$ cat config.mk
export PLATFORM = sky130hd
export DESIGN_NAME = pipe_stage_reg
export DESIGN_NICKNAME = d
export VERILOG_FILES = /design/src/rtl/pipe_pkg.sv /design/src/rtl/pipe_skid_slot.sv /design/src/rtl/pipe_stage_reg.sv
export SDC_FILE = /design/constraint.sdc
export NUM_CORES = 1
export LEC_CHECK = 0
export BUFFER_PORTS_ARGS = -buffer_cell sky130_fd_sc_hd__buf_2
export CORE_MARGIN = 5
export CORE_UTILIZATION = 42
export CTS_CLUSTER_DIAMETER = 150
export DETAILED_ROUTE_END_ITERATION = 8
export PLACE_DENSITY = 0.85
export SYNTH_ARGS = -nofsm -noshare
export SYNTH_HDL_FRONTEND = slang
export SYNTH_SLANG_ARGS = --single-unit
export TNS_END_PERCENT = 50
$ cat constraint.sdc
create_clock -name clk -period 1.4 [get_ports clk]
set_clock_uncertainty 0.05 [all_clocks]
set_input_delay 0.21 -clock clk [delete_from_list [all_inputs] [get_ports clk]]
set_output_delay 0.21 -clock clk [all_outputs]
set_load 0.1 [all_outputs]
$ cat src/rtl/pipe_pkg.sv
// Shared pipeline payload definitions: NOP constants, payload layout
// and pack/unpack helpers used by every inter-stage register.
package pipe_pkg;

    localparam int PIPE_INSTR_W   = 32;
    localparam int PIPE_PC_W      = 32;
    localparam int PIPE_PAYLOAD_W = 97;

    localparam logic [PIPE_INSTR_W-1:0] NOP_INSTR  = 32'h00000013;
    localparam logic [PIPE_PC_W-1:0]    NOP_PC     = '0;
    localparam logic [PIPE_PC_W-1:0]    NOP_PRE_PC = '0;
    localparam logic                    NOP_COMMIT = 1'b0;

    typedef logic [PIPE_PAYLOAD_W-1:0] pipe_word_t;

    typedef struct packed {
        logic [PIPE_INSTR_W-1:0] instr;
        logic [PIPE_PC_W-1:0]    pc;
        logic [PIPE_PC_W-1:0]    pre_pc;
        logic                    commit;
    } pipe_payload_t;

    // Bubble payload: addi x0,x0,0 with zero pcs and no commit.
    localparam pipe_word_t PIPE_NOP_VALUE =
        {NOP_INSTR, NOP_PC, NOP_PRE_PC, NOP_COMMIT};

    function automatic pipe_word_t pipe_pack(
        input logic [PIPE_INSTR_W-1:0] instr,
        input logic [PIPE_PC_W-1:0]    pc,
        input logic [PIPE_PC_W-1:0]    pre_pc,
        input logic                    commit
    );
        return {instr, pc, pre_pc, commit};
    endfunction

    function automatic pipe_payload_t pipe_unpack(
        input pipe_word_t w
    );
        return pipe_payload_t'(w);
    endfunction

    function automatic logic pipe_is_nop(
        input pipe_word_t w
    );
        return w == PIPE_NOP_VALUE;
    endfunction

endpackage

$ cat src/rtl/pipe_skid_slot.sv
// One valid+payload storage entry with load and clear.
// Clear wins over load and reloads the bubble payload.
module pipe_skid_slot
    import pipe_pkg::*;
#(
    parameter int                 DATA_W    = PIPE_PAYLOAD_W,
    parameter logic [DATA_W-1:0]  RST_VALUE = DATA_W'(PIPE_NOP_VALUE)
) (
    input  logic              clk,
    input  logic              rst,
    input  logic              load_i,
    input  logic              clear_i,
    input  logic [DATA_W-1:0] data_i,
    output logic              valid_o,
    output logic [DATA_W-1:0] data_o
);

    logic              valid_q;
    logic              valid_d;
    logic [DATA_W-1:0] data_q;
    logic [DATA_W-1:0] data_d;

    // Next-state selection: clear > load > keep.
    always_comb begin
        valid_d = valid_q;
        data_d  = data_q;
        if (clear_i) begin
            valid_d = 1'b0;
            data_d  = RST_VALUE;
        end else if (load_i) begin
            valid_d = 1'b1;
            data_d  = data_i;
        end
    end

    // Entry storage with synchronous reset to an empty bubble.
    always_ff @(posedge clk) begin
        if (rst) begin
            valid_q <= 1'b0;
            data_q  <= RST_VALUE;
        end else begin
            valid_q <= valid_d;
            data_q  <= data_d;
        end
    end

    assign valid_o = valid_q;
    assign data_o  = data_q;

endmodule

$ cat src/rtl/pipe_stage_reg.sv
// Elastic inter-stage register with flush/hold and valid/ready handshake.
// Define PIPE_SKID_EN for the 2-entry skid variant with registered in_ready.
module pipe_stage_reg
    import pipe_pkg::*;
#(
    parameter int                DATA_W    = PIPE_PAYLOAD_W,
    parameter logic [DATA_W-1:0] NOP_VALUE = DATA_W'(PIPE_NOP_VALUE)
) (
    input  logic              clk,
    input  logic              rst,
    input  logic              flush_i,
    input  logic              hold_i,
    input  logic              in_valid,
    output logic              in_ready,
    input  logic [DATA_W-1:0] in_data,
    output logic              out_valid,
    input  logic              out_ready,
    output logic [DATA_W-1:0] out_data,
    output logic [1:0]        occupancy
);

    logic              in_hs;
    logic              out_hs;
    logic              main_v;
    logic [DATA_W-1:0] main_q;
    logic              main_load;
    logic              main_clear;
    logic [DATA_W-1:0] main_d;

    assign in_hs     = in_valid & in_ready;
    assign out_hs    = out_valid & out_ready;
    assign out_valid = main_v & ~hold_i;
    assign out_data  = main_q;

    pipe_skid_slot #(
        .DATA_W    (DATA_W),
        .RST_VALUE (NOP_VALUE)
    ) u_main (
        .clk     (clk),
        .rst     (rst),
        .load_i  (main_load),
        .clear_i (main_clear),
        .data_i  (main_d),
        .valid_o (main_v),
        .data_o  (main_q)
    );

`ifdef PIPE_SKID_EN

    typedef enum logic [1:0] {
        ST_EMPTY = 2'd0,
        ST_FULL  = 2'd1,
        ST_SKID  = 2'd2
    } state_e;

    state_e            state_q;
    logic              in_ready_q;
    logic [1:0]        occ_q;
    logic              skid_v;
    logic [DATA_W-1:0] skid_q;
    logic              skid_load;
    logic              skid_clear;

    // Ready comes from a flop; hold only masks it, out_ready never reaches it.
    assign in_ready  = in_ready_q & ~hold_i;
    assign occupancy = occ_q;

    pipe_skid_slot #(
        .DATA_W    (DATA_W),
        .RST_VALUE (NOP_VALUE)
    ) u_skid (
        .clk     (clk),
        .rst     (rst),
        .load_i  (skid_load),
        .clear_i (skid_clear),
        .data_i  (in_data),
        .valid_o (skid_v),
        .data_o  (skid_q)
    );

    // Steer loads/clears into main and skid entries from state and handshakes.
    always_comb begin
        main_load  = 1'b0;
        main_clear = 1'b0;
        main_d     = in_data;
        skid_load  = 1'b0;
        skid_clear = 1'b0;
        if (flush_i) begin
            main_clear = 1'b0 | 1'b1;
            skid_clear = 1'b1;
        end else if (!hold_i) begin
            case (state_q)
                ST_EMPTY: begin
                    main_load = in_hs;
                end
                ST_FULL: begin
                    if (in_hs && !out_hs) begin
                        skid_load = 1'b1;
                    end else if (in_hs) begin
                        main_load = 1'b1;
                    end else if (out_hs) begin
                        main_clear = 1'b1;
                    end
                end
                ST_SKID: begin
                    if (out_hs) begin
                        main_load  = 1'b1;
                        main_d     = skid_q;
                        skid_clear = 1'b1;
                    end
                end
                default: begin
                    main_clear = 1'b1;
                    skid_clear = 1'b1;
                end
            endcase
        end
    end

    // Occupancy FSM with registered in_ready and occupancy outputs.
    always_ff @(posedge clk) begin
        if (rst || flush_i) begin
            state_q    <= ST_EMPTY;
            in_ready_q <= 1'b1;
            occ_q      <= 2'd0;
        end else if (!hold_i) begin
            case (state_q)
                ST_EMPTY: begin
                    if (in_hs) begin
                        state_q <= ST_FULL;
                        occ_q   <= 2'd1;
                    end
                end
                ST_FULL: begin
                    if (in_hs && !out_hs) begin
                        state_q    <= ST_SKID;
                        in_ready_q <= 1'b0;
                        occ_q      <= 2'd2;
                    end else if (!in_hs && out_hs) begin
                        state_q <= ST_EMPTY;
                        occ_q   <= 2'd0;
                    end
                end
                ST_SKID: begin
                    if (out_hs) begin
                        state_q    <= ST_FULL;
                        in_ready_q <= 1'b1;
                        occ_q      <= 2'd1;
                    end
                end
                default: begin
                    state_q    <= ST_EMPTY;
                    in_ready_q <= 1'b1;
                    occ_q      <= 2'd0;
                end
            endcase
        end
    end

`else

    // Accept when free or when the held entry leaves this same cycle.
    assign in_ready  = ~hold_i & (~main_v | out_ready);
    assign occupancy = {1'b0, main_v};

    // Single-entry control: flush > refill > drain.
    always_comb begin
        main_load  = 1'b0;
        main_clear = 1'b0;
        main_d     = in_data;
        if (flush_i) begin
            main_clear = 1'b1;
        end else if (in_hs) begin
            main_load = 1'b1;
        end else if (out_hs) begin
            main_clear = 1'b1;
        end
    end

`endif

endmodule

[After elaboration in Yosys (flattened, before gate mapping)]
Index checks and enable logic that the tools add are counted.
Word-level totals
  bits in latches: 0
  bits in read-only memories: 0
  bits in registers: 98
  memories kept: 0
  memory bits (writable): 0
  word-level logic and storage cells: 15
Cells by class
  multiply operators: 0
  shift operators: 0
  muxes and demuxes: 5
  bitwise gates (word level): 7
  add/sub/neg operators: 0
  reduce and logical (&&, ||, !) cells: 1
  eq/ne operators: 0
  divide/modulo/power cells: 0
  order comparisons: 0
Operator list (number)
  2-to-1 mux 1 bit: 5
  AND 1 bit: 4
  NOT 1 bit: 2
  OR reduction 2 bit: 1
  OR 1 bit: 1

[Depth between registers and ports, before layout]
  depth after elaboration: 7
  gate-level depth with buffers: 6

[Cells and area by module]
From an unflattened synthesis, not the netlist that was laid out.
Unflattened totals
  cells, all modules: 327
  area total of the unflattened synthesis: 3539.6 um^2
Modules (own cells, without submodules)
  pipe_skid_slot: area an instance 3475.8 um^2, times used 1, cells an instance 318
  pipe_stage_reg: area an instance 63.8 um^2, times used 1, cells an instance 9

[Worst setup path before layout]
OpenSTA, ideal clock, no wires.
  path type: reg2reg
  from: register u_main.valid_q (netlist: u_main.valid_o)
  to: register u_main.data_q[62] (netlist: u_main.data_o[62])
  arrival: 2.590 ns
  clock period less this slack: 2.762 ns
  stages on the path, launching flop included: 7
  setup slack: -1.362 ns
  data required time: 1.228 ns
  setup time: 0.122 ns
  path through: dfxtp_1 -> nor2b_1 -> a311o_1 -> buf_2 -> buf_2 -> buf_6 -> a21oi_1
RTL lines
  start: declaration: line pipe_skid_slot.sv:18  | logic valid_q;
  start signal: assignment: line pipe_skid_slot.sv:42  | valid_q <= valid_d;
  AND 1 bit: line pipe_stage_reg.sv:32  | assign out_valid = main_v & ~hold_i;
  net out_valid: line pipe_stage_reg.sv:16  | output logic out_valid,
  AND 1 bit: line pipe_stage_reg.sv:31  | assign out_hs = out_valid & out_ready;
  2-to-1 mux 1 bit: line pipe_stage_reg.sv:175  | end else if (out_hs) begin
  2-to-1 mux 1 bit: line pipe_stage_reg.sv:173  | end else if (in_hs) begin
  2-to-1 mux 1 bit: line pipe_stage_reg.sv:171  | if (flush_i) begin
  OR reduction 2 bit (no source line)
  end signal: assignment: line pipe_skid_slot.sv:43  | data_q <= data_d;
  end: declaration: line pipe_skid_slot.sv:20  | logic [DATA_W-1:0] data_q;
The timed path passes the listed nets, and every way through them passes these cells.
A chain may end at the register's enable or synchronous reset.

[Worst setup path in the final report]
  from: register u_main.valid_q (netlist: u_main.valid_o)
  to: register u_main.data_q[78] (netlist: u_main.data_o[78])
Between the ends
  word-level cells in the longest chain between the ends: 7
RTL lines
  NOT 1 bit: line pipe_stage_reg.sv:163  | assign in_ready = ~hold_i & (~main_v | out_ready);
  OR 1 bit: line pipe_stage_reg.sv:163
  AND 1 bit: line pipe_stage_reg.sv:163
  AND 1 bit: line pipe_stage_reg.sv:30  | assign in_hs = in_valid & in_ready;
  2-to-1 mux 1 bit: line pipe_stage_reg.sv:173
  2-to-1 mux 1 bit: line pipe_stage_reg.sv:171
  OR reduction 2 bit (no source line)
Several ways; a longest one is shown, not always the timed one.

==> impl_metrics.yaml <==
routing:
  vias: 4868
  viasPerCell: 6.162
  drt-total-wl_um: 16030
  firstDrtPassIters: 5
  drc: 0
  wl_per_cell_um: 20.29
  drtIter0Drc: 474
  ant_nets: 0
clock_tree:
  htreeDepth: 3
  cts_tree: "done"
  cts-root-buf: "clkbuf_8"
  cts.sinks: 98
  clk_pin_slew_ps: 90
  clock_path_buffers: 2
  insertion_delay_ps: 350
  cts_hold_buf: 0
  cts_buffers: 9
grt:
  grt_pass1_vias: 4712
  grt_usage_pct: 22.22
  grt_pass1_wl_um: 23290
  grt_max_degree: 94
  grt.overflow.total: 0
  antenna_found_initial: 0
setup_path:
  critPathCaptureType: "flop"
  required_ps: 1630
  cp.arrival_ps: 1750
  crit_type: "flop to flop"
  critPathMaxFanout: 11
  startpoint_type: "flop"
synthesis:
  yosys.area.top_type: "dfxtp_1"
  syn_inst: 473
  ys_types: 19
  synth_area_um2: 4403
  ys_warn_count: 0
  synth_seq_cells: 98
  async_flop_share_pct: 0
  synth_edf_count: 0
  synth_area_leaders: "dfxtp_1 45%, nand4b_1 19%, o31ai_1 16%"
  synthTopCellsByCount: "98 x dfxtp_1, 94 x a21oi_1, 94 x nand4b_1, 94 x o31ai_1, 54 x clkbuf_1"
  synthFlopType: "dfxtp_1"
  synth_most_common_cell: "dfxtp_1"
  postSynthAreaPerCell_um2: 9.309
  syn_nets: 576
  yosysSeqAreaShare_pct: 44.56
  synth_top_area_share_pct: 44.56
finish:
  fin_cells: 790
  drive_above_1_share_pct: 50.15
  area_delta_synth_final_pct: 51.49
  nNetsFinal: 752
  diodes: 0
timing:
  timing.hold.ws_ps: 43.71
  timing.fmax_mhz: 659.6
  fin_ws_ps: -116.0
  finalSetupViolations: 99
  min_period_ps: 1516
  rsz0062_at_grt: "yes"
  period_share_pct: 108.3
  maxSlewViolCount: 0
  hold_viol_final: 0
power_and_ir_drop:
  vdd_drop_max_v: 0.0004453
  power_mw: 5.635
  p_leak_nw: 2.496
  powerDensity_nw_per_um2: 844.8
worst_hold_path:
  min_path_type: "input port to flop"
floorplanning:
  dieArea_um2: 12630
  die_x_um: 112.4
  die_h_um: 112.4
  placementRows: 37
  ios: 204
  core-area_um2: 10280
  start_util_pct: 42.84
flow_run:
  cap_violations: 0
placed_design:
  port-buffer-count: 202
  place_hpwl_um: 9175
  dp_cells: 758
  pre_cts_slack_ps: -63.05
  gp_congestion: 0.7724
outcome:
  status: "complete, but fails checks"
  violations: "negative setup slack"
[layout make-up]
class | instances | area [um2]
Clock inverter | 6 | 42.54
Tap cell | 136 | 170.2
Inverter | 1 | 3.754
Sequential cell | 98 | 1963
Multi-Input combinational cell | 298 | 2431
Fill cell | 804 | 3607
Clock buffer | 10 | 127.6
Timing Repair Buffer | 241 | 1932
[critical path: stages (launching register included)]
cell       delay (ps)
dfxtp_2           340
nor2b_4           130
a311o_2           440
buf_12            190
clkbuf_16         180
a21oi_2           110
[metal layers]
layer	global-route usage [%]	wire length, um	vias to the layer above
met5	0	0	-
met4	7.212	412	0
met3	6.577	1172	45
met2	39.17	8250	236
met1	25.80	6194	2384
li1	-	-	2203
[sequential cells by signal, indices dropped and copies added, names as in the netlist]
signal and count:
u_main.data_o 97, u_main.valid_o 1
[repair_timing]
item,in CTS,in global routing
endpoints found under the setup margin,166,110
gates resized for setup,103,74
pin swaps,1,0
buffers inserted,7,0
gates cloned,4,5
[metrics by stage]
step / setup TNS (ps) / utilization (%) / area (um2)
floorplan: -25500 / - / 4453
global placement: -9.120 / 54.98 / 5650
detailed placement: -3025 / 54.98 / 5650
CTS: -1459 / 60.93 / 6262
global route: -10450 / 64.90 / 6670
finish: -6757 / 64.90 / 6670
[cell usage in the layout, fill, tap and decap left out, drive strengths merged]
cell	count
a311o	1
clkbuf	25
buf	224
a211o	3
clkinvlp	2
o31a	3
o31ai	94
dfxtp	98
nor2b	3
o21ba	1
inv	2
nand4b	94
conb	1
nand2b	2
clkinv	3
nor3	1
bufbuf	2
nor2	1
a21oi	94
[worst paths after layout]
path	cells past startpoint	start	endpoint	slack, ps
min	2	in_data[66]	u_main.data_o[66]$_SDFFE_PP1P_	40
max	5	u_main.valid_o$_SDFFE_PP0P_	u_main.data_o[78]$_SDFFE_PP0P_	-120
min reg2reg	2	u_main.data_o[26]$_SDFFE_PP0P_	u_main.data_o[26]$_SDFFE_PP0P_	420
max reg2reg	5	u_main.valid_o$_SDFFE_PP0P_	u_main.data_o[78]$_SDFFE_PP0P_	-120
[kinds of logic (layout without fill, tap and decap cells)]
kind of cell,Yosys count,count (layout),share of synthesized area [%]
other cells,1,1,0.08517
simple gates,101,101,19.61
buf+inv,77,258,7.388
compound gates,196,196,28.36
flops,98,98,44.56
[report_power, final]
part	switching, mW	internal (mW)	leakage [nW]
Sequential	0.0255	2.83	0.792
Clock	0.994	0.651	0.0827
Combinational	0.740	0.398	1.62
Total	1.76	3.87	2.50
No activity file was read; power rests on OpenSTA's default activity.
